--- config.mk ---
export PLATFORM = sky130hd
export DESIGN_NAME = wb_initiator_bridge_flat
export DESIGN_NICKNAME = d
export VERILOG_FILES = /design/src/rtl/wb_initiator_bridge_if.sv /design/src/rtl/wb_initiator_bridge.sv /design/src/flat_wrapper.sv
export SDC_FILE = /design/constraint.sdc
export NUM_CORES = 1
export LEC_CHECK = 0
export ABC_AREA = 1
export CELL_PAD_IN_SITES_DETAIL_PLACEMENT = 0
export CELL_PAD_IN_SITES_GLOBAL_PLACEMENT = 2
export CORE_ASPECT_RATIO = 1.2
export CORE_MARGIN = 3
export CORE_UTILIZATION = 25
export DETAILED_ROUTE_END_ITERATION = 8
export PLACE_DENSITY_LB_ADDON = 0.1
export SLEW_MARGIN = 20
export SYNTH_ARGS = -nofsm -noshare
export SYNTH_HDL_FRONTEND = slang
export SYNTH_SLANG_ARGS = --single-unit
export TNS_END_PERCENT = 1
--- constraint.sdc ---
create_clock -name wb_clk_i -period 3.98 [get_ports wb_clk_i]
set_input_delay 0.796 -clock wb_clk_i [delete_from_list [all_inputs] [get_ports wb_clk_i]]
set_output_delay 0.796 -clock wb_clk_i [all_outputs]
set_load 0.005 [all_outputs]
--- src/rtl/wb_initiator_bridge_if.sv ---
// Command/response and Wishbone bus bundle for wb_initiator_bridge.
// WBM_ERR_EN adds the wbm_err_i error-termination input.
interface wb_initiator_bridge_if;
    logic        cmd_valid;
    logic        cmd_ready;
    logic        cmd_we;
    logic [31:0] cmd_adr;
    logic [31:0] cmd_dat;
    logic [3:0]  cmd_sel;
    logic        rsp_valid;
    logic        rsp_ready;
    logic [31:0] rsp_dat;
    logic        rsp_err;
    logic        wbm_cyc_o;
    logic        wbm_stb_o;
    logic        wbm_we_o;
    logic [3:0]  wbm_sel_o;
    logic [31:0] wbm_adr_o;
    logic [31:0] wbm_dat_o;
    logic [31:0] wbm_dat_i;
    logic        wbm_ack_i;
`ifdef WBM_ERR_EN
    logic        wbm_err_i;

    modport master (
        input  cmd_valid, cmd_we, cmd_adr, cmd_dat, cmd_sel, rsp_ready,
               wbm_dat_i, wbm_ack_i, wbm_err_i,
        output cmd_ready, rsp_valid, rsp_dat, rsp_err,
               wbm_cyc_o, wbm_stb_o, wbm_we_o, wbm_sel_o, wbm_adr_o, wbm_dat_o
    );
    modport slave (
        output cmd_valid, cmd_we, cmd_adr, cmd_dat, cmd_sel, rsp_ready,
               wbm_dat_i, wbm_ack_i, wbm_err_i,
        input  cmd_ready, rsp_valid, rsp_dat, rsp_err,
               wbm_cyc_o, wbm_stb_o, wbm_we_o, wbm_sel_o, wbm_adr_o, wbm_dat_o
    );
`else
    modport master (
        input  cmd_valid, cmd_we, cmd_adr, cmd_dat, cmd_sel, rsp_ready,
               wbm_dat_i, wbm_ack_i,
        output cmd_ready, rsp_valid, rsp_dat, rsp_err,
               wbm_cyc_o, wbm_stb_o, wbm_we_o, wbm_sel_o, wbm_adr_o, wbm_dat_o
    );
    modport slave (
        output cmd_valid, cmd_we, cmd_adr, cmd_dat, cmd_sel, rsp_ready,
               wbm_dat_i, wbm_ack_i,
        input  cmd_ready, rsp_valid, rsp_dat, rsp_err,
               wbm_cyc_o, wbm_stb_o, wbm_we_o, wbm_sel_o, wbm_adr_o, wbm_dat_o
    );
`endif
endinterface

--- src/rtl/wb_initiator_bridge.sv ---
// Single-beat Wishbone B4 classic initiator: valid/ready command in, data/error response out.
// Optional WBM_ERR_EN: wbm_err_i terminates a cycle with an error response.
module wb_initiator_bridge #(
    parameter int unsigned TIMEOUT_CYCLES = 255
) (
    input  logic                   wb_clk_i,
    input  logic                   wb_rst_ni,
    wb_initiator_bridge_if.master  bus
);

    localparam int unsigned     CNT_W      = (TIMEOUT_CYCLES > 0) ? $clog2(TIMEOUT_CYCLES + 1) : 1;
    localparam logic [CNT_W-1:0] CNT_LAST  = (TIMEOUT_CYCLES > 0) ? CNT_W'(TIMEOUT_CYCLES - 1) : '0;
    localparam bit              TIMEOUT_EN = (TIMEOUT_CYCLES != 0);

    typedef enum logic [1:0] {
        IDLE,
        BUS,
        RESP
    } state_t;

    state_t           state;
    logic [CNT_W-1:0] cnt;
    logic             bus_err;

`ifdef WBM_ERR_EN
    assign bus_err = bus.wbm_err_i;
`else
    assign bus_err = 1'b0;
`endif

    always_ff @(posedge wb_clk_i or negedge wb_rst_ni) begin
        if (!wb_rst_ni) begin
            state         <= IDLE;
            cnt           <= '0;
            bus.cmd_ready <= 1'b0;
            bus.rsp_valid <= 1'b0;
            bus.rsp_dat   <= '0;
            bus.rsp_err   <= 1'b0;
            bus.wbm_cyc_o <= 1'b0;
            bus.wbm_stb_o <= 1'b0;
            bus.wbm_we_o  <= 1'b0;
            bus.wbm_sel_o <= '0;
            bus.wbm_adr_o <= '0;
            bus.wbm_dat_o <= '0;
        end else begin
            case (state)
                IDLE: begin
                    bus.cmd_ready <= 1'b1;
                    if (bus.cmd_valid && bus.cmd_ready) begin
                        bus.cmd_ready <= 1'b0;
                        bus.wbm_cyc_o <= 1'b1;
                        bus.wbm_stb_o <= 1'b1;
                        bus.wbm_we_o  <= bus.cmd_we;
                        bus.wbm_sel_o <= bus.cmd_sel;
                        bus.wbm_adr_o <= bus.cmd_adr;
                        bus.wbm_dat_o <= bus.cmd_dat;
                        cnt           <= '0;
                        state         <= BUS;
                    end
                end
                BUS: begin
                    // Priority err > ack > timeout: a late ack still beats the abort.
                    if (bus_err) begin
                        bus.wbm_cyc_o <= 1'b0;
                        bus.wbm_stb_o <= 1'b0;
                        bus.rsp_dat   <= '0;
                        bus.rsp_err   <= 1'b1;
                        bus.rsp_valid <= 1'b1;
                        state         <= RESP;
                    end else if (bus.wbm_ack_i) begin
                        bus.wbm_cyc_o <= 1'b0;
                        bus.wbm_stb_o <= 1'b0;
                        bus.rsp_dat   <= bus.wbm_we_o ? '0 : bus.wbm_dat_i;
                        bus.rsp_err   <= 1'b0;
                        bus.rsp_valid <= 1'b1;
                        state         <= RESP;
                    end else if (TIMEOUT_EN && (cnt == CNT_LAST)) begin
                        bus.wbm_cyc_o <= 1'b0;
                        bus.wbm_stb_o <= 1'b0;
                        bus.rsp_dat   <= '0;
                        bus.rsp_err   <= 1'b1;
                        bus.rsp_valid <= 1'b1;
                        state         <= RESP;
                    end else begin
                        cnt <= cnt + CNT_W'(1);
                    end
                end
                RESP: begin
                    if (bus.rsp_ready) begin
                        bus.rsp_valid <= 1'b0;
                        bus.cmd_ready <= 1'b1;
                        state         <= IDLE;
                    end
                end
                default: state <= IDLE;
            endcase
        end
    end

endmodule

--- src/flat_wrapper.sv ---
// flat-port wrapper written by rule: the top's interface ports become plain ports
module wb_initiator_bridge_flat 
#(
    parameter int unsigned TIMEOUT_CYCLES = 255
)
  (wb_clk_i, wb_rst_ni, bus_cmd_valid, bus_cmd_we, bus_cmd_adr, bus_cmd_dat, bus_cmd_sel, bus_rsp_ready, bus_wbm_dat_i, bus_wbm_ack_i, bus_cmd_ready, bus_rsp_valid, bus_rsp_dat, bus_rsp_err, bus_wbm_cyc_o, bus_wbm_stb_o, bus_wbm_we_o, bus_wbm_sel_o, bus_wbm_adr_o, bus_wbm_dat_o);
  wb_initiator_bridge_if bus_i ();
  input  logic wb_clk_i;
  input  logic wb_rst_ni;
  input wire logic [$bits(bus_i.cmd_valid)-1:0] bus_cmd_valid;
  input wire logic [$bits(bus_i.cmd_we)-1:0] bus_cmd_we;
  input wire logic [$bits(bus_i.cmd_adr)-1:0] bus_cmd_adr;
  input wire logic [$bits(bus_i.cmd_dat)-1:0] bus_cmd_dat;
  input wire logic [$bits(bus_i.cmd_sel)-1:0] bus_cmd_sel;
  input wire logic [$bits(bus_i.rsp_ready)-1:0] bus_rsp_ready;
  input wire logic [$bits(bus_i.wbm_dat_i)-1:0] bus_wbm_dat_i;
  input wire logic [$bits(bus_i.wbm_ack_i)-1:0] bus_wbm_ack_i;
  output wire logic [$bits(bus_i.cmd_ready)-1:0] bus_cmd_ready;
  output wire logic [$bits(bus_i.rsp_valid)-1:0] bus_rsp_valid;
  output wire logic [$bits(bus_i.rsp_dat)-1:0] bus_rsp_dat;
  output wire logic [$bits(bus_i.rsp_err)-1:0] bus_rsp_err;
  output wire logic [$bits(bus_i.wbm_cyc_o)-1:0] bus_wbm_cyc_o;
  output wire logic [$bits(bus_i.wbm_stb_o)-1:0] bus_wbm_stb_o;
  output wire logic [$bits(bus_i.wbm_we_o)-1:0] bus_wbm_we_o;
  output wire logic [$bits(bus_i.wbm_sel_o)-1:0] bus_wbm_sel_o;
  output wire logic [$bits(bus_i.wbm_adr_o)-1:0] bus_wbm_adr_o;
  output wire logic [$bits(bus_i.wbm_dat_o)-1:0] bus_wbm_dat_o;
  assign bus_i.cmd_valid = bus_cmd_valid;
  assign bus_i.cmd_we = bus_cmd_we;
  assign bus_i.cmd_adr = bus_cmd_adr;
  assign bus_i.cmd_dat = bus_cmd_dat;
  assign bus_i.cmd_sel = bus_cmd_sel;
  assign bus_i.rsp_ready = bus_rsp_ready;
  assign bus_i.wbm_dat_i = bus_wbm_dat_i;
  assign bus_i.wbm_ack_i = bus_wbm_ack_i;
  assign bus_cmd_ready = bus_i.cmd_ready;
  assign bus_rsp_valid = bus_i.rsp_valid;
  assign bus_rsp_dat = bus_i.rsp_dat;
  assign bus_rsp_err = bus_i.rsp_err;
  assign bus_wbm_cyc_o = bus_i.wbm_cyc_o;
  assign bus_wbm_stb_o = bus_i.wbm_stb_o;
  assign bus_wbm_we_o = bus_i.wbm_we_o;
  assign bus_wbm_sel_o = bus_i.wbm_sel_o;
  assign bus_wbm_adr_o = bus_i.wbm_adr_o;
  assign bus_wbm_dat_o = bus_i.wbm_dat_o;
  wb_initiator_bridge #(.TIMEOUT_CYCLES(TIMEOUT_CYCLES)) u_core (.wb_clk_i(wb_clk_i), .wb_rst_ni(wb_rst_ni), .bus(bus_i));
endmodule
# Yosys cells after proc, flatten, opt, wreduce, memory -nomap -nowiden
# Index checks and enable logic that the tools add are counted.
# op_classes
n_addsub	1
eq_ne	8
muxes	24
n_reduce_logical	13
# op_table
op	count
$mux W32	3
$mux W8	3
$pmux W8 S2	1
$mux W1	9
$reduce_and A3 Y1	3
$add A8 B1 Y8 const B	1
$eq A8 B8 Y1 const B	1
$mux W2	4
$reduce_bool A2 Y1	4
$ne A2 B2 Y1 const B	3
$pmux W1 S2	3
$pmux W2 S3	1
$reduce_and A2 Y1	3
$reduce_and A4 Y1	1
$ne A3 B2 Y1 const B	1
$eq A2 B1 Y1 const B	1
$eq A2 B2 Y1 const B	1
$logic_not A2 Y1	1
$ne A2 B1 Y1 const B	1
$logic_and A1 B1 Y1	1
# totals
regBits	115
in_bits	106
out_inout_bits	106
wordCells	57

# Depth between registers and ports, before layout
# Gate-level depths: netlist of the first run.
# logic_depth
word_depth	4
mapped_depth	10
mapped_depth_nobuf	10

# Least setup slack after synthesis of the first run
# Ideal clock, no wire load.
# synth_path
kind	input -> register
from	in bus_cmd_valid
to	reg u_core.bus.wbm_adr_o[21] in the netlist's numbering
setup_ps	116
arrival_time_ps	1485
required_ps	3864
path_slack_ps	2378
cell_stages	7
n_path_buf	2
cell_sequence	nand2_1 -> nor2_4 -> inv_2 -> buf_2 -> buf_6 -> nand2_1 -> nand2_1
# synth_via
elab_chain_cells	2
# synth_rtl
element	line	rtl
start: declaration	flat_wrapper.sv:10	input wire logic [$bits(bus_i.cmd_valid)-1:0] bus_cmd_valid;
$logic_and A1 B1 Y1	wb_initiator_bridge.sv:49	if (bus.cmd_valid && bus.cmd_ready) begin
$reduce_and A2 Y1 (no line)	n/a	
end signal: assignment	wb_initiator_bridge.sv:55	bus.wbm_adr_o <= bus.cmd_adr;
end: declaration	wb_initiator_bridge_if.sv:42	wbm_cyc_o, wbm_stb_o, wbm_we_o, wbm_sel_o, wbm_adr_o, wbm_dat_o
# No other way between the ends.
# A chain may end at the register's enable or synchronous reset.

# Final worst setup path of the first run
# layout_path
from	reg u_core.bus.wbm_we_o
to	out bus_wbm_we_o
# layout_lines
element	line	rtl
start: declaration	wb_initiator_bridge_if.sv:42	
start signal: assignment	wb_initiator_bridge.sv:53	bus.wbm_we_o <= bus.cmd_we;
end: declaration	flat_wrapper.sv:24	output wire logic [$bits(bus_i.wbm_we_o)-1:0] bus_wbm_we_o;
# No word-level cell between the ends.

==> flow_summary_export.csv, run 1 <==
group,metric,value,unit
status,run_status,"finished clean",
clock_network,cts_setup_buffers,0,
power_and_ir_drop,leakage,3.76,nW
clock_network,tritoncts,"yes",
sta,final_hold_viol_count,0,
critical_path,timing.setup.critical_path_class,"flip-flop to output pin",
detailed_routing,drc,0,
logic_synthesis,synth_fp_nets,672,
layout,flow.area_growth_from_synthesis,62.7,%
floorplan,die-area,20700,um^2
floorplan,initial_cell_density_of_the_core,25.8,%
logic_synthesis,yosys.area.top_type_share,60.5,%
layout,drive_gt1_share,6.26,%
floorplan,core_area,18400,um^2
logic_synthesis,library_cell_occupying_the_most_area_in_the_post_synthesis_netlist,"sky130_fd_sc_hd__dfrtp_1",
detailed_routing,postRouteWirelength,15.0,mm
clock_network,cts_repair_resize_count,0,
sta,worst_slew_pin_slew,0.847,ns
critical_path,worstPathMaxFanout,3,
critical_path,crit_path_cells,"clkdlybuf4s50_1",
global_routing,maximum_number_of_pins_on_one_net_before_global_route_repair,71,
critical_path,data_required_time_at_the_worst_endpoint,3.18,ns
detailed_routing,final_antenna_net_count,0,
floorplan,fp-row-count,54,
sta,fmaxAchievable,469,MHz
sta,fin_crit,2.13,ns
detailed_routing,wire_length_per_cell,14.5,um
sta,finalClockSkew,0.0118,ns
floorplan,floorplan.die.width,132,um
sta,timing_max_transition_violations_final,0,
place,hpwl,10.8,mm
detailed_routing,drt-initial-drc-count,207,
detailed_routing,dr_wl_met2,7.40,mm
place,gp_routability_congestion,0.724,
detailed_routing,drt-vias-per-instance,4.19,
sta,grt_setup_unrepaired,"false",
layout,finalNetCount,882,
clock_network,ctsHoldBuffers,0,
critical_path,worst_setup_path_end_kind,"output pin",
sta,slew_headroom,43.4,%
floorplan,ios,212,
detailed_routing,maxUsedRoutingLayer,"met4",
clock_network,clk_root_buffer_cell,"sky130_fd_sc_hd__clkbuf_16",
logic_synthesis,post_synth_inst_count,560,
power_and_ir_drop,power.ir.vdd_worst,0.363,mV
logic_synthesis,synth.yosys.warnings,0,
layout,layout.cells.most_common,"sky130_fd_sc_hd__nand2_1",
detailed_routing,drt_pass1_iterations,4,
power_and_ir_drop,finalPower,5.92,mW
clock_network,clk_path_buf_depth,2,
logic_synthesis,ys_ff_latch,115,
global_routing,grt_antenna_before_repair,0,
detailed_routing,m1WireLength,6.34,mm
place,portBuffers,211,
layout,antenna-diode-count,0,
global_routing,grt_pass1_vias,4304,
run,timing.max_cap.violations,0,
sta,sum_neg_setup_slack,0,ns
detailed_routing,wl_met3,972,um
critical_path,critical_path_arrival,1.34,ns
logic_synthesis,yosysSeqAreaShare,60.5,%
sta,setup_viol,0,
critical_path,max_stage_delay,0.54,ns
global_routing,grt_pass1_wl,23.7,mm
logic_synthesis,cell_area_after_technology_mapping,4750,um^2
clock_network,clock_sink_count,115,
critical_path,worst_setup_path_start_kind,"flip-flop",
layout,final_core_util,41.9,%
critical_path,worst_path_cell_with_the_longest_stage_delay,"sky130_fd_sc_hd__clkdlybuf4s50_1",
critical_path,worst_path_dominant_cell_family,"buffers and inverters",
logic_synthesis,syn-mean-instance-area,8.49,um^2
clock_network,htree_num_levels,4,
floorplan,die_y,157,um
power_and_ir_drop,power.density_cell_area,766,nW/um^2
logic_synthesis,synth.top_cells.by_area,"sky130_fd_sc_hd__dfrtp_1 (61%), sky130_fd_sc_hd__nand2_1 (26%), sky130_fd_sc_hd__nand3_1 (4.0%)",
clock_network,tritoncts.num_buffers,17,
layout,final_cell_mix,"sky130_fd_sc_hd__nand2_1 (326), sky130_fd_sc_hd__clkdlybuf4s50_1 (210), sky130_fd_sc_hd__dfrtp_1 (115)",
global_routing,grt_overflow,0,
clock_network,worst_skew_pair.late_latency,0.41,ns
worst_hold_path,hold_path_class,"input pin to async pin",
critical_path,worstPathBufferInverterCount,1,
global_routing,global_route.usage.total,14.4,%
sta,tcrit_tclk_final,53.6,%
detailed_routing,vias,4336,
logic_synthesis,ys_types,20,
clock_network,clkSlewWorstSetupHoldPaths,0.06,ns
-- cells in the mapped netlist (all sizes together) --
library cell  number
a21oi              4
buf               19
clkbuf             6
dfrtp            115
ha                 6
inv               15
nand2            330
nand3             38
nor2              18
nor3               1
o21ai              7
o21bai             1
-- routing by layer --
| metal | up-vias | GRT usage [%] |
|---|---|---|
| li1 | 2141 | - |
| met1 | 2026 | 17.8 |
| met2 | 148 | 23.5 |
| met3 | 21 | 4.96 |
| met4 | 0 | 5.50 |
| met5 | - | 0 |
-- report_power, final --
| group | switching [mW] | internal [mW] |
|---|---|---|
| Sequential | 0.297 | 1.69 |
| Clock | 0.544 | 1.12 |
| Combinational | 1.04 | 1.23 |
-- worst reg2reg max path, stage by stage, from the launching register on --
cell,delay [ns]
sky130_fd_sc_hd__dfrtp_1,0.41
sky130_fd_sc_hd__inv_1,0.08
sky130_fd_sc_hd__ha_1,0.27
sky130_fd_sc_hd__inv_2,0.10
sky130_fd_sc_hd__nor2_4,0.04
sky130_fd_sc_hd__inv_2,0.61
sky130_fd_sc_hd__buf_4,0.34
sky130_fd_sc_hd__nand2_1,0.07
sky130_fd_sc_hd__nand2_1,0.06
-- cell families (layout without fill, tap and decap cells) --
family | count (synthesis) | after routing | synth area share, %
adders and majority gates | 6 | 6 | 1.58
and+or+nand+nor | 387 | 387 | 32.3
DFF | 115 | 115 | 60.5
buffers and inverters | 40 | 263 | 4.29
AOI/OAI and AO/OA | 12 | 12 | 1.32
-- per-stage QoR --
step                      cell area [um^2]  cells  hold slack, ns  setup WS, ns
after floorplan                       4750    560           0.464          2.38
final                                 7730   1035           0.442          1.85
after CTS                             7730   1035           0.470          1.51
after global placement                7080   1003           0.453          1.43
after global routing                  7730   1035           0.488          1.66
after detailed placement              7080   1003           0.457          1.38
-- worst paths after layout --
check                                              start                        to  slack [ns]  cells after the start
worst max-delay path                 u_core.bus.wbm_we_o              bus_wbm_we_o        1.85                      1
worst min-delay path                           wb_rst_ni     u_core.bus.rsp_dat[8]        0.44                      1
worst max register to register           u_core.state[0]   u_core.bus.wbm_dat_o[3]        1.94                      8
worst min register to register  u_core.bus.wbm_adr_o[13]  u_core.bus.wbm_adr_o[13]        0.47                      2
max in group asynchronous                      wb_rst_ni        u_core.bus.rsp_err        2.71                      2
min in group wb_clk_i           u_core.bus.wbm_adr_o[13]  u_core.bus.wbm_adr_o[13]        0.47                      2
-- final cells by class --
class,instances,area [um^2]
inverter,15,56.3
tap,252,315
clock buffer,18,439
timing repair buffer,216,2160
clock inverter,14,210
sequential,115,2880
multi-input combinational,405,1680
fill,1882,10700
-- registers in the layout, summed over array words and instances (netlist names) --
signal and cells:
u_core.bus.wbm_stb_o 1, u_core.bus.wbm_adr_o 32, u_core.bus.cmd_ready 1, u_core.bus.wbm_dat_o 32, u_core.bus.rsp_valid 1, u_core.cnt 8
u_core.bus.rsp_dat 32, u_core.bus.rsp_err 1, u_core.bus.wbm_we_o 1, u_core.state 2, u_core.bus.wbm_sel_o 4
(Power assumes the default switching activity.)
==> run 2: changes to the inputs <==
- CORE_UTILIZATION: 25 -> 23
- clock period: 3.98 -> 2.02 ns (I/O delays scaled with it)
==> run 2 against run 1 <==
First-iteration DRC count rose by 3.4%; hold slack got worse by 0.048 ns; sequential power is 97% higher; register-to-register slack worse by 1.5 ns; clock-buffer cell count shrank 1; flip-flop and latch count stayed put; clock skew is 0.0020 ns higher; die area is 8.3% higher; sequential share of layout area decreased by 0.36 points; utilization fell by 3.4 points; critical path type unchanged; critical endpoint unchanged.
==> flow_summary_export.csv, run 2 (synthesized netlist as in run 1, its figures left out) <==
group,metric,value,unit
detailed_routing,final_antenna_net_count,0,
detailed_routing,drt_pass1_iterations,4,
detailed_routing,vias,4323,
sta,slew_headroom,75.9,%
critical_path,worstPathBufferInverterCount,1,
critical_path,critical_path_arrival,1.42,ns
critical_path,worst_setup_path_start_kind,"flip-flop",
floorplan,die_y,163,um
sta,sum_neg_setup_slack,0,ns
layout,layout.cells.most_common,"sky130_fd_sc_hd__nand2_1",
power_and_ir_drop,power.ir.vdd_worst,0.751,mV
detailed_routing,drt-initial-drc-count,214,
floorplan,initial_cell_density_of_the_core,23.5,%
detailed_routing,m1WireLength,6.39,mm
place,dp_worst_setup_slack,0.213,ns
global_routing,maximum_number_of_pins_on_one_net_before_global_route_repair,71,
place,gp_routability_congestion,0.751,
floorplan,fp-row-count,57,
layout,flow.area_growth_from_synthesis,64.3,%
detailed_routing,maxUsedRoutingLayer,"met4",
layout,final_cell_mix,"sky130_fd_sc_hd__nand2_1 (326), sky130_fd_sc_hd__clkdlybuf4s50_1 (210), sky130_fd_sc_hd__dfrtp_1 (115)",
clock_network,worst_skew_pair.late_latency,0.42,ns
detailed_routing,drt-vias-per-instance,4.09,
sta,grt_setup_unrepaired,"false",
clock_network,htree_num_levels,4,
floorplan,core_area,20300,um^2
global_routing,global_route.usage.total,13.9,%
floorplan,floorplan.die.width,137,um
layout,antenna-diode-count,0,
clock_network,clkSlewWorstSetupHoldPaths,0.06,ns
power_and_ir_drop,power.net_switching,3.83,mW
detailed_routing,dr_wl_met2,7.35,mm
power_and_ir_drop,power.density_cell_area,1460,nW/um^2
detailed_routing,drc,0,
critical_path,worst_setup_path_end_kind,"output pin",
clock_network,cts_repair_resize_count,0,
power_and_ir_drop,share_clk_of_total_power,25.6,%
place,portBuffers,211,
floorplan,die-area,22400,um^2
layout,finalNetCount,890,
critical_path,worst_path_dominant_cell_family,"buffers and inverters",
critical_path,crit_path_cells,"clkdlybuf4s50_1",
clock_network,clk_root_buffer_cell,"sky130_fd_sc_hd__clkbuf_16",
critical_path,timing.setup.critical_path_class,"flip-flop to output pin",
sta,finalClockSkew,0.0137,ns
clock_network,clk_path_buf_depth,2,
sta,fmaxAchievable,549,MHz
worst_hold_path,hold_path_class,"input pin to async pin",
global_routing,grt_antenna_before_repair,0,
sta,setup_viol,0,
floorplan,ios,212,
power_and_ir_drop,finalPower,11.4,mW
sta,final_hold_viol_count,0,
sta,worst_slew_pin_slew,0.362,ns
layout,drive_gt1_share,6.95,%
sta,timing_max_transition_violations_final,0,
global_routing,grt_overflow,0,
power_and_ir_drop,sequential_share_of_power,34.2,%
sta,whs,0.393,ns
critical_path,worst_path_cell_with_the_longest_stage_delay,"sky130_fd_sc_hd__clkdlybuf4s50_1",
sta,fin_crit,1.82,ns
power_and_ir_drop,internal_power,7.59,mW
sta,tcrit_tclk_final,90.1,%
status,run_status,"finished clean",
global_routing,grt_pass1_wl,23.8,mm
place,hpwl,10.9,mm
clock_network,tritoncts.num_buffers,17,
detailed_routing,wl_met3,1.22,mm
global_routing,grt_pass1_vias,4303,
power_and_ir_drop,power.switching_fraction,33.5,%
power_and_ir_drop,leakage,3.79,nW
layout,biggestRegsByFlops,"u_core.bus.rsp_dat x32, u_core.bus.wbm_adr_o x32, u_core.bus.wbm_dat_o x32",
detailed_routing,postRouteWirelength,15.2,mm
run,timing.max_cap.violations,0,
clock_network,tritoncts,"yes",
sta,post-route-worst-setup-slack,0.200,ns
detailed_routing,wire_length_per_cell,14.4,um
power_and_ir_drop,power.combinational.fraction,40.2,%
critical_path,data_required_time_at_the_worst_endpoint,1.62,ns
critical_path,max_stage_delay,0.56,ns
clock_network,clock_sink_count,115,
critical_path,worstPathMaxFanout,3,
run 2: cell count changes in the layout (fill, tap and decap cells not counted), sizes merged:
cell / before / now
bufinv: 5 / 1
buf: 6 / 13
dlygate4sd3: 0 / 1
clkinv: 6 / 3
clkbuf: 18 / 17
inv: 15 / 23
run 2: final cells by class:
cell class,count,area [um^2]
inverter,15,56.3
clock inverter,15,148
fill,2062,12400
sequential,115,2880
multi-input combinational,405,1670
tap,265,332
clock buffer,17,425
timing repair buffer,224,2300
run 2: routing by layer:
| layer | up-vias | track usage, % |
|---|---|---|
| li1 | 2162 | - |
| met1 | 1995 | 17.9 |
| met2 | 151 | 21.7 |
| met3 | 15 | 4.50 |
| met4 | 0 | 4.99 |
| met5 | - | 0 |
run 2: timing repair:
item	in CTS	in global routing
hold buffers	1	0
setup buffers	0	0
hold endpoints to repair	10	0
run 2: through the flow:
| stage | util, % | area (um^2) | std cells |
|---|---|---|---|
| 5_1_grt | 38.6 | 7810 | 1056 |
| 3_5_place_dp | 35.7 | 7230 | 1023 |
| 2_1_floorplan | - | 4750 | 560 |
| 6_report | 38.6 | 7810 | 1056 |
| 3_3_place_gp | 35.7 | 7230 | 1023 |
| 4_1_cts | 38.6 | 7810 | 1056 |
run 2: power groups by stage:
stage / Combinational, mW / Clock, mW / Sequential [mW]
floorplan: 1.74 / 0 / 3.96
global placement: 4.66 / 0 / 3.94
detailed placement: 4.71 / 0 / 3.94
CTS: 4.73 / 3.03 / 3.93
global route: 5.15 / 3.15 / 4.05
finish: 4.59 / 2.92 / 3.91
run 2: path summary, 6_finish.rpt:
check / startpoint / endpoint / slack (ns) / cells after the start
hold reg to reg: u_core.bus.wbm_adr_o[25] / u_core.bus.wbm_adr_o[25] / 0.47 / 2
setup reg to reg: u_core.state[0] / u_core.bus.wbm_adr_o[23] / 0.39 / 8
setup / recovery: u_core.bus.wbm_we_o / bus_wbm_we_o / 0.20 / 1
min in group wb_clk_i: u_core.bus.wbm_adr_o[25] / u_core.bus.wbm_adr_o[25] / 0.47 / 2
max in group asynchronous: wb_rst_ni / u_core.bus.wbm_adr_o[13] / 1.04 / 3
hold / removal: wb_rst_ni / u_core.bus.rsp_dat[9] / 0.39 / 2
==> run 3: changes to the inputs <==
- CORE_MARGIN: 3 -> default
- CORE_UTILIZATION: 23 -> 24
- CTS_BUF_LIST: default -> sky130_fd_sc_hd__clkbuf_2
==> run 3 against run 2 <==
Register-to-register slack worse by 0.02 ns; clock skew increased by 0.0096 ns; design area fell by 6.2%; flip-flop and latch count unchanged; non-clock buffer count is 2 higher; critical path depth is the same; hold slack got worse by 0.22 ns; global-route usage is 0.91 points higher; combinational power decreased by 14%; utilization fell by 0.96 points; first-iteration DRC count decreased by 44%; clock-buffer cell count is the same; critical endpoint is now bus_wbm_adr_o[2]; highest routed layer unchanged.
==> flow_summary_export.csv, run 3 (synthesized netlist as in run 1, its figures left out) <==
group,metric,value,unit
critical_path,r2r-end,"u_core.bus.wbm_dat_o[3]",
clock_network,clk_root_buffer_cell,"sky130_fd_sc_hd__clkbuf_2",
detailed_routing,drt-initial-drc-count,120,
critical_path,worst_path_dominant_cell_family,"flip-flops",
global_routing,global_route.usage.total,14.8,%
floorplan,die_y,156,um
sta,fmaxAchievable,566,MHz
sta,setup_viol,0,
global_routing,maximum_number_of_pins_on_one_net_before_global_route_repair,40,
clock_network,clkSlewWorstSetupHoldPaths,0.18,ns
clock_network,tritoncts,"yes",
sta,slew_headroom,70.9,%
sta,whs,0.174,ns
sta,timing_max_transition_violations_final,0,
floorplan,initial_cell_density_of_the_core,24.4,%
place,placedInstanceArea,7200,um^2
run,timing.max_cap.violations,0,
layout,final_cell_mix,"sky130_fd_sc_hd__nand2_1 (326), sky130_fd_sc_hd__dfrtp_1 (115), sky130_fd_sc_hd__dlygate4sd2_1 (105)",
global_routing,grt_antenna_before_repair,2,
power_and_ir_drop,sequential_share_of_power,41.0,%
sta,sum_neg_setup_slack,0,ns
layout,biggestRegsByFlops,"u_core.bus.rsp_dat x32, u_core.bus.wbm_adr_o x32, u_core.bus.wbm_dat_o x32",
critical_path,crit_path_cells,"dlygate4sd2_1",
global_routing,grt_pass1_wl,22.6,mm
power_and_ir_drop,internal_power,5.81,mW
detailed_routing,wire_length_per_cell,14.0,um
status,run_status,"finished clean",
layout,drive_gt1_share,6.45,%
power_and_ir_drop,power.net_switching,3.45,mW
power_and_ir_drop,power.combinational.fraction,42.4,%
floorplan,die-area,20400,um^2
detailed_routing,final_antenna_net_count,0,
sta,finalClockSkew,0.0233,ns
sta,post-route-worst-setup-slack,0.254,ns
sta,tcrit_tclk_final,87.4,%
critical_path,r2r_slack,0.37,ns
clock_network,tritoncts.num_buffers,17,
critical_path,worstPathBufferInverterCount,1,
layout,flow.area_growth_from_synthesis,54.1,%
layout,finalNetCount,892,
critical_path,r2r_cells,7,
power_and_ir_drop,power.switching_fraction,37.3,%
sta,final_hold_viol_count,0,
clock_network,worst_skew_pair.late_latency,0.66,ns
critical_path,critical_path.reg2reg.startpoint,"u_core.state[1]",
global_routing,grt_overflow,0,
power_and_ir_drop,power.density_cell_area,1260,nW/um^2
place,dp_worst_setup_slack,0.237,ns
sta,fin_crit,1.77,ns
critical_path,data_required_time_at_the_worst_endpoint,1.62,ns
place,hpwl,10.5,mm
worst_hold_path,hold_path_class,"input pin to async pin",
critical_path,worst_setup_path_start_kind,"flip-flop",
power_and_ir_drop,power.ir.vdd_worst,0.435,mV
detailed_routing,drc,0,
power_and_ir_drop,finalPower,9.26,mW
detailed_routing,drt_pass1_iterations,4,
critical_path,worst_setup_path_end_kind,"output pin",
power_and_ir_drop,share_clk_of_total_power,16.6,%
critical_path,max_stage_delay,0.43,ns
layout,final_cell_area,7320,um^2
clock_network,htree_num_levels,4,
floorplan,core_area,19500,um^2
layout,layout.cells.most_common,"sky130_fd_sc_hd__nand2_1",
critical_path,worstPathMaxFanout,2,
sta,grt_setup_unrepaired,"false",
critical_path,critical_path_arrival,1.36,ns
detailed_routing,drt-vias-per-instance,4.09,
place,gp_routability_congestion,0.699,
critical_path,worst_path_cell_with_the_longest_stage_delay,"sky130_fd_sc_hd__dfrtp_1",
critical_path,timing.setup.critical_path_class,"flip-flop to output pin",
detailed_routing,postRouteWirelength,14.7,mm
clock_network,clk_path_buf_depth,2,
clock_network,clock_sink_count,115,
floorplan,floorplan.die.width,130,um
layout,final_core_util,37.6,%
layout,post_layout_cell_count,1053,
power_and_ir_drop,leakage,3.95,nW
place,place_inst,1020,
sta,worst_slew_pin_slew,0.436,ns
floorplan,ios,212,
place,portBuffers,211,
floorplan,fp-row-count,56,
global_routing,grt_pass1_vias,4234,
detailed_routing,vias,4307,
-- run 3: changes by cell type in the layout (fill, tap and decap cells not counted), sizes merged --
cell           previous run  this run
clkinvlp                  3         2
bufinv                    1         3
buf                      13        15
clkdlybuf4s50           210       104
dlymetal6s2s              0         1
inv                      23        15
clkinv                    3         8
diode                     0         1
dlygate4sd2               0       105
-- run 3: layout make-up --
type / instances / area, um^2
tap: 261 / 327
timing repair buffer: 226 / 2160
multi-input combinational: 405 / 1670
fill: 2130 / 12200
clock buffer: 17 / 85.1
clock inverter: 13 / 144
antenna: 1 / 2.50
inverter: 15 / 56.3
sequential: 115 / 2880
-- run 3: worst register-to-register path, stage by stage, from the launching register on --
cell and delay, ns:
sky130_fd_sc_hd__dfrtp_1 0.44, sky130_fd_sc_hd__inv_1 0.11, sky130_fd_sc_hd__ha_1 0.26, sky130_fd_sc_hd__inv_2 0.07, sky130_fd_sc_hd__nor2_4 0.16, sky130_fd_sc_hd__buf_4 0.36
sky130_fd_sc_hd__nand2_1 0.12, sky130_fd_sc_hd__nand2_1 0.09
-- run 3: metal layers --
metal / global-route usage, % / wire length [um] / vias up
li1: - / - / 2161
met1: 17.8 / 6370 / 2005
met2: 24.1 / 7050 / 130
met3: 5.62 / 1150 / 11
met4: 4.65 / 176 / 0
met5: 0 / 0 / -
-- run 3: worst max path at each step --
stage,from,endpoint,slack [ns],cells past startpoint
after floorplan,u_core.state[0],u_core.bus.wbm_adr_o[21],0.55,9
after CTS,u_core.bus.rsp_dat[12],bus_rsp_dat[12],0.004,1
after global placement,bus_cmd_valid,u_core.bus.wbm_dat_o[5],0.24,6
final,u_core.bus.wbm_adr_o[2],bus_wbm_adr_o[2],0.25,1
after detailed placement,bus_cmd_valid,u_core.bus.wbm_dat_o[3],0.24,6
after global routing,u_core.bus.wbm_adr_o[9],bus_wbm_adr_o[9],0.09,1
-- run 3: power by group through the flow --
| stage | sequential [mW] | combinational [mW] | clock [mW] |
|---|---|---|---|
| 2_1_floorplan | 3.96 | 1.74 | 0 |
| 5_1_grt | 3.94 | 4.49 | 1.71 |
| 4_1_cts | 3.81 | 4.06 | 1.64 |
| 3_3_place_gp | 3.87 | 4.66 | 0 |
| 6_report | 3.79 | 3.93 | 1.54 |
| 3_5_place_dp | 3.90 | 4.70 | 0 |
-- run 3: repair_timing --
item / 4_1_cts / 5_1_grt
pin swaps: 0 / 0
setup buffers: 1 / 0
hold endpoints to repair: 114 / 0
hold buffers: 1 / 0
resized for setup: 105 / 1
setup endpoints to repair: 105 / 1
cloned: 0 / 0
